[config.mk]
export PLATFORM = sky130hd
export DESIGN_NAME = dmem_arbiter
export DESIGN_NICKNAME = d
export VERILOG_FILES = /design/src/rtl/dmem_arbiter.sv
export SDC_FILE = /design/constraint.sdc
export NUM_CORES = 1
export LEC_CHECK = 0
export BUFFER_PORTS_ARGS = -buffer_cell sky130_fd_sc_hd__buf_2
export CAP_MARGIN = 10
export CORE_AREA = 2 2 116 118
export DETAILED_ROUTE_END_ITERATION = 10
export DIE_AREA = 0 0 118 120
export GPL_TIMING_DRIVEN = 1
export PLACE_DENSITY_LB_ADDON = 0.25
export SYNTH_ARGS = -nofsm -noshare
export SYNTH_HDL_FRONTEND = slang
export SYNTH_SLANG_ARGS = --single-unit
export TNS_END_PERCENT = 50
[constraint.sdc]
create_clock -name clock -period 2.65 [get_ports clock]
set_input_delay 0.1325 -clock clock [delete_from_list [all_inputs] [get_ports clock]]
set_output_delay 0.1325 -clock clock [all_outputs]
set_load 0.005 [all_outputs]
[src/rtl/dmem_arbiter.sv]
// Two-port arbiter sharing the single-port negedge DataMemory between port A (CPU) and port B (DMA).
// Build option: DMEM_ARB_FIXED_PRIO_EN gives port A fixed priority; default is round-robin.
module dmem_arbiter #(
    parameter int unsigned DATA_W = 32,
    parameter int unsigned DEPTH  = 1024
) (
    input  logic              clock,
    input  logic              reset,
    input  logic              req_a,
    input  logic              req_b,
    input  logic              we_a,
    input  logic              we_b,
    input  logic [31:0]       addr_a,
    input  logic [31:0]       addr_b,
    input  logic [DATA_W-1:0] wdata_a,
    input  logic [DATA_W-1:0] wdata_b,
    output logic              gnt_a,
    output logic              gnt_b,
    output logic              rvalid_a,
    output logic              rvalid_b,
    output logic [DATA_W-1:0] rdata_a,
    output logic [DATA_W-1:0] rdata_b,
    output logic              err_a,
    output logic              err_b,
    output logic              busy,
    output logic              mem_write,
    output logic [31:0]       mem_daddress,
    output logic [DATA_W-1:0] mem_din,
    input  logic [DATA_W-1:0] mem_dout
);

    localparam int unsigned ADDR_W = 32;

    typedef enum logic {IDLE, ISSUE} state_t;

    state_t              state, state_d;
    logic                cur_b, cur_b_d;
    logic                cur_we, cur_we_d;
    logic                gnt_a_d, gnt_b_d, rvalid_a_d, rvalid_b_d, err_a_d, err_b_d;
    logic                busy_d, mem_write_d;
    logic [DATA_W-1:0]   rdata_a_d, rdata_b_d, mem_din_d;
    logic [ADDR_W-1:0]   mem_daddress_d;
    logic                pick_b, sel_we, in_range;
    logic [ADDR_W-1:0]   sel_addr;
    logic [DATA_W-1:0]   sel_wdata;
`ifndef DMEM_ARB_FIXED_PRIO_EN
    logic                rr_ptr, rr_ptr_d;  // 0 = A has priority, 1 = B
`endif

    // Winner selection and the winner's request fields
    always_comb begin
`ifdef DMEM_ARB_FIXED_PRIO_EN
        pick_b = req_b & ~req_a;
`else
        pick_b = req_b & (~req_a | rr_ptr);
`endif
        sel_we    = pick_b ? we_b    : we_a;
        sel_addr  = pick_b ? addr_b  : addr_a;
        sel_wdata = pick_b ? wdata_b : wdata_a;
        in_range  = sel_addr < ADDR_W'(DEPTH);
    end

    // Next state and next registered outputs
    always_comb begin
        state_d        = state;
        cur_b_d        = cur_b;
        cur_we_d       = cur_we;
        gnt_a_d        = 1'b0;
        gnt_b_d        = 1'b0;
        rvalid_a_d     = 1'b0;
        rvalid_b_d     = 1'b0;
        err_a_d        = 1'b0;
        err_b_d        = 1'b0;
        mem_write_d    = 1'b0;
        rdata_a_d      = rdata_a;
        rdata_b_d      = rdata_b;
        mem_daddress_d = mem_daddress;
        mem_din_d      = mem_din;
`ifndef DMEM_ARB_FIXED_PRIO_EN
        rr_ptr_d       = rr_ptr;
`endif
        case (state)
            IDLE: begin
                if (req_a | req_b) begin
                    gnt_a_d = ~pick_b;
                    gnt_b_d = pick_b;
`ifndef DMEM_ARB_FIXED_PRIO_EN
                    rr_ptr_d = ~pick_b;
`endif
                    if (in_range) begin
                        mem_write_d    = sel_we;
                        mem_daddress_d = sel_addr;
                        mem_din_d      = sel_wdata;
                        cur_b_d        = pick_b;
                        cur_we_d       = sel_we;
                        state_d        = ISSUE;
                    end else begin
                        err_a_d = ~pick_b;
                        err_b_d = pick_b;
                    end
                end
            end
            ISSUE: begin
                // Memory acted on the mid-cycle negedge; capture its read data now
                if (!cur_we) begin
                    if (cur_b) begin
                        rdata_b_d  = mem_dout;
                        rvalid_b_d = 1'b1;
                    end else begin
                        rdata_a_d  = mem_dout;
                        rvalid_a_d = 1'b1;
                    end
                end
                state_d = IDLE;
            end
            default: state_d = IDLE;
        endcase
        busy_d = (state_d == ISSUE);
    end

    // State and output registers
    always_ff @(posedge clock) begin
        if (reset) begin
            state        <= IDLE;
            cur_b        <= 1'b0;
            cur_we       <= 1'b0;
            gnt_a        <= 1'b0;
            gnt_b        <= 1'b0;
            rvalid_a     <= 1'b0;
            rvalid_b     <= 1'b0;
            err_a        <= 1'b0;
            err_b        <= 1'b0;
            busy         <= 1'b0;
            mem_write    <= 1'b0;
            rdata_a      <= '0;
            rdata_b      <= '0;
            mem_daddress <= '0;
            mem_din      <= '0;
`ifndef DMEM_ARB_FIXED_PRIO_EN
            rr_ptr       <= 1'b0;
`endif
        end else begin
            state        <= state_d;
            cur_b        <= cur_b_d;
            cur_we       <= cur_we_d;
            gnt_a        <= gnt_a_d;
            gnt_b        <= gnt_b_d;
            rvalid_a     <= rvalid_a_d;
            rvalid_b     <= rvalid_b_d;
            err_a        <= err_a_d;
            err_b        <= err_b_d;
            busy         <= busy_d;
            mem_write    <= mem_write_d;
            rdata_a      <= rdata_a_d;
            rdata_b      <= rdata_b_d;
            mem_daddress <= mem_daddress_d;
            mem_din      <= mem_din_d;
`ifndef DMEM_ARB_FIXED_PRIO_EN
            rr_ptr       <= rr_ptr_d;
`endif
        end
    end

endmodule

==> results.rst <==
.. list-table::
   :header-rows: 1

   * - Metric
     - Value
   * - Global-route wire length before repair
     - around 26 mm
   * - Port-buffer cells
     - around 300
   * - WL final
     - between 15 and 20 mm
   * - Length of the first detailed-routing pass in iterations
     - 4
   * - Transition time at the pin with the least slew margin
     - 0.661 ns
   * - Maximum number of pins on one net before global-route repair
     - 65
   * - Arrival time at the worst endpoint
     - approximately 2.3 ns
   * - Number of clock sinks
     - approximately 140
   * - Overall routing resource usage
     - 23.1%
   * - Clock transition at the register clock pins on the worst setup and hold paths after CTS
     - ~0.06 ns
   * - Reg2Reg Setup Slack
     - roughly 0.74 ns
   * - Largest delay contributor family on the critical path
     - buffers and inverters
   * - MaxCap Viol Count
     - 0
   * - HPWL after detailed placement
     - roughly 11 mm
   * - Clock tree from TritonCTS
     - built
   * - Hold-critical path depth
     - 3
   * - Final weighted congestion in routability-driven placement
     - roughly 0.80
   * - Die Outline Area
     - around 14,000 um2
   * - N_diodes
     - 0
   * - Synthesized area per cell
     - slightly above 8 um2
   * - Starting DRC count in detailed routing
     - between 300 and 400
   * - Hold violation total from the final report
     - 0
   * - Post-CTS Setup Repair Bufs
     - 0
   * - Post-detailed-route DRC marker count
     - 0
   * - Sequential fraction of the synthesis area
     - about half
   * - Cell breakdown of the critical path
     - dlygate4sd3_1 -> buf_2 -> o21a_2 -> nor3_1 -> buf_4 -> o21bai_4 -> buf_12 -> mux2i_1
   * - Clock period minus worst slack
     - 1.91 ns
   * - Largest incremental delay on the critical path
     - roughly 0.56 ns
   * - Top_reg_cell synth
     - dfxtp_1
   * - Filler Cell Count
     - about 1.2k
   * - # setup viols final
     - 0
   * - Worst Setup Start Kind
     - input pin
   * - Area grow syn2layout
     - 48.1%
   * - Remaining Overflow, GRT
     - 0
   * - Initial antenna violation count
     - 0
   * - Combined buffer and inverter count along the critical path
     - 4
   * - Maximum number of buffers from clock root to sink
     - 2
   * - Cell total after placement
     - between 1k and 1.5k
   * - Worst R2R Path Depth
     - 6
   * - Worst r2r dst
     - mem_din[6]
   * - EDFF count, synth
     - 0
   * - Overall power of the completed layout
     - ~4900 uW
   * - Worst skew pair latency
     - approximately 0.42 ns
   * - Number of routed nets with antenna violations
     - 0
   * - Most repeated cell in the gate-level netlist after synthesis
     - nand2_1
   * - Maximum VDD drop
     - approximately 0.00037 V
   * - Fraction of synthesized cell area taken by the top area cell type
     - between 50 and 60%
   * - Worst path required time
     - around 3.0 ns
   * - Post-synth cell types
     - 29
   * - Max Fanout on Critical Path
     - between 50 and 60
   * - H-tree depth reported by CTS
     - 4
   * - Class of the tightest hold or removal check
     - input pin to flop
   * - Num CTS Buffers
     - 17
   * - Total power per unit cell area
     - 610 nW/um2
   * - Run status
     - complete, no violations
   * - Number of standard cells after synthesis
     - 657
   * - Crit path capture type
     - flop
   * - Post-synthesis instance area
     - around 5400 um2
   * - YS warnings
     - 0
   * - Register bit total from synthesis
     - ~140
   * - Setup TNS
     - 0 ns
   * - Net count reported at finish
     - around 1.1k
   * - Setup skew after layout
     - ~0.0070 ns
   * - Crit Path Category
     - input pin to flop
   * - Number of cells on the critical path
     - 8
   * - Via/cell ratio
     - 4.85
   * - Count of vias placed by the detailed router
     - roughly 5.6k
   * - X dimension of the die
     - 118 um
   * - Cells taking the most area after synthesis
     - dfxtp_1 52%, nand2_1 12%, mux2i_1 8.0%, nor2_1 6.3%, a21oi_1 6.0%
   * - Synthesized Nets
     - about 820
   * - Slowest stage cell, crit path
     - dlygate4sd3_1
   * - Static leakage
     - 0.00408 uW
   * - Post-route core utilization
     - between 60% and 70%
   * - Die outline height
     - between 100 and 150 um
   * - Reg-to-Reg Start
     - rr_ptr
   * - Number of global-route vias before repair
     - around 5.3k
   * - Per-cell routed wire length
     - about 14 um
   * - Root cell of the clock tree
     - clkbuf_16
   * - Floorplan Core Area
     - approximately 13,000 um2
   * - Peak Freq
     - around 520 MHz
   * - Count of pins on the block boundary
     - approximately 300
   * - Final count of pins violating max slew
     - 0
   * - Final worst hold slack
     - about 0.068 ns
   * - Async set-or-reset flop fraction in the synthesized netlist
     - 0%
   * - Post-route non-filler standard cell count
     - 1,161
   * - Share of post-route cells with drive strength above 1
     - a little over a third
   * - Cell types with the highest counts after synthesis
     - 171 x nand2_1, 139 x dfxtp_1, 90 x nor2_1
   * - Critical Path Source
     - req_b
   * - Unrepaired setup endpoints after global routing
     - false
   * - Number of placement rows
     - 42
   * - Min-Delay Startpoint
     - we_a
   * - Worst-case hold path end point
     - mem_write
   * - Starting density of the core
     - around 42%
   * - Max-slew headroom at the worst pin
     - a little under three fifths
   * - Final period utilization
     - 72.2%
   * - Post-synth top area cell
     - dfxtp_1
[sequential cells by signal, summed over array words and instances (netlist names)]
register      cells
mem_daddress     32
mem_din          32
rdata_a          32
rdata_b          32
cur_b             1
cur_we            1
err_a             1
err_b             1
gnt_a             1
gnt_b             1
mem_write         1
rr_ptr            1
rvalid_a          1
rvalid_b          1
state             1
[metrics by stage]
step	area [um2]	setup WS, ns
global placement	7040	0.654
floorplan	5390	0.953
global route	7980	0.573
CTS	7980	0.726
detailed placement	7040	0.606
finish	7980	0.738
[cells by family after synthesis]
family | Yosys count | share of synthesized area [%]
and+or+nand+nor | 351 | 29.0
DFF | 139 | 51.6
AOI/OAI and AO/OA | 71 | 6.92
buffers and inverters | 52 | 4.20
muxes | 44 | 8.20
[worst register-to-register path, cell delays in order (launching register included)]
cell      delay [ns]
dfxtp_1         0.42
o21a_2          0.17
nor3_1          0.05
buf_4           0.15
o21bai_4        0.45
buf_12          0.35
mux2i_1         0.27
[cells in the final DEF, fill, tap and decap left out, drive strengths merged, types with 2 or more instances in the layout]
cell type	instances
bufinv	3
clkinvlp	3
and3	22
nand2	171
or4	2
o21ai	2
nor2	90
buf	312
nand4	2
inv	3
nor4	10
a21oi	65
clkbuf	21
nor3	6
mux2i	43
dfxtp	139
or3	43
dlygate4sd3	33
clkinv	5
nor2b	3
[layout make-up]
type	instances	area, um2	area share, %
clock inverter	11	141	1.77
multi-input combinational	466	2410	30.2
clock buffer	21	470	5.89
sequential	139	2780	34.9
timing repair buffer	345	1950	24.4
inverter	3	11.3	0.141
tap	176	220	2.76
[worst max path at each step]
stage / endpoint / slack [ns]
floorplan: cur_we / 0.95
global placement: mem_daddress[16] / 0.65
detailed placement: mem_daddress[20] / 0.61
CTS: mem_din[30] / 0.73
global route: mem_din[9] / 0.57
finish: mem_din[6] / 0.74
[what timing repair did]
| item | CTS | global route |
|---|---|---|
| gates resized for setup | 0 | 0 |
| hold buffers | 33 | 0 |
| setup endpoints to repair | 0 | 0 |
| hold endpoints to repair | 65 | 0 |
[where the power goes]
group	internal [uW]	switching [uW]	total, uW
Clock	1550	878	2430
Sequential	2100	2.52	2100
Combinational	177	165	342
Total	3820	1040	4870
[metal layers]
metal | wire [um] | global-route usage (%) | share of wire [%]
met5 | 0 | 0 | 0
met4 | 398 | 9.71 | 2.4
met3 | 1170 | 6.80 | 7.1
met2 | 8370 | 41.2 | 51
met1 | 6540 | 25.6 | 40
Note: power is estimated with default switching activity, not from simulation.
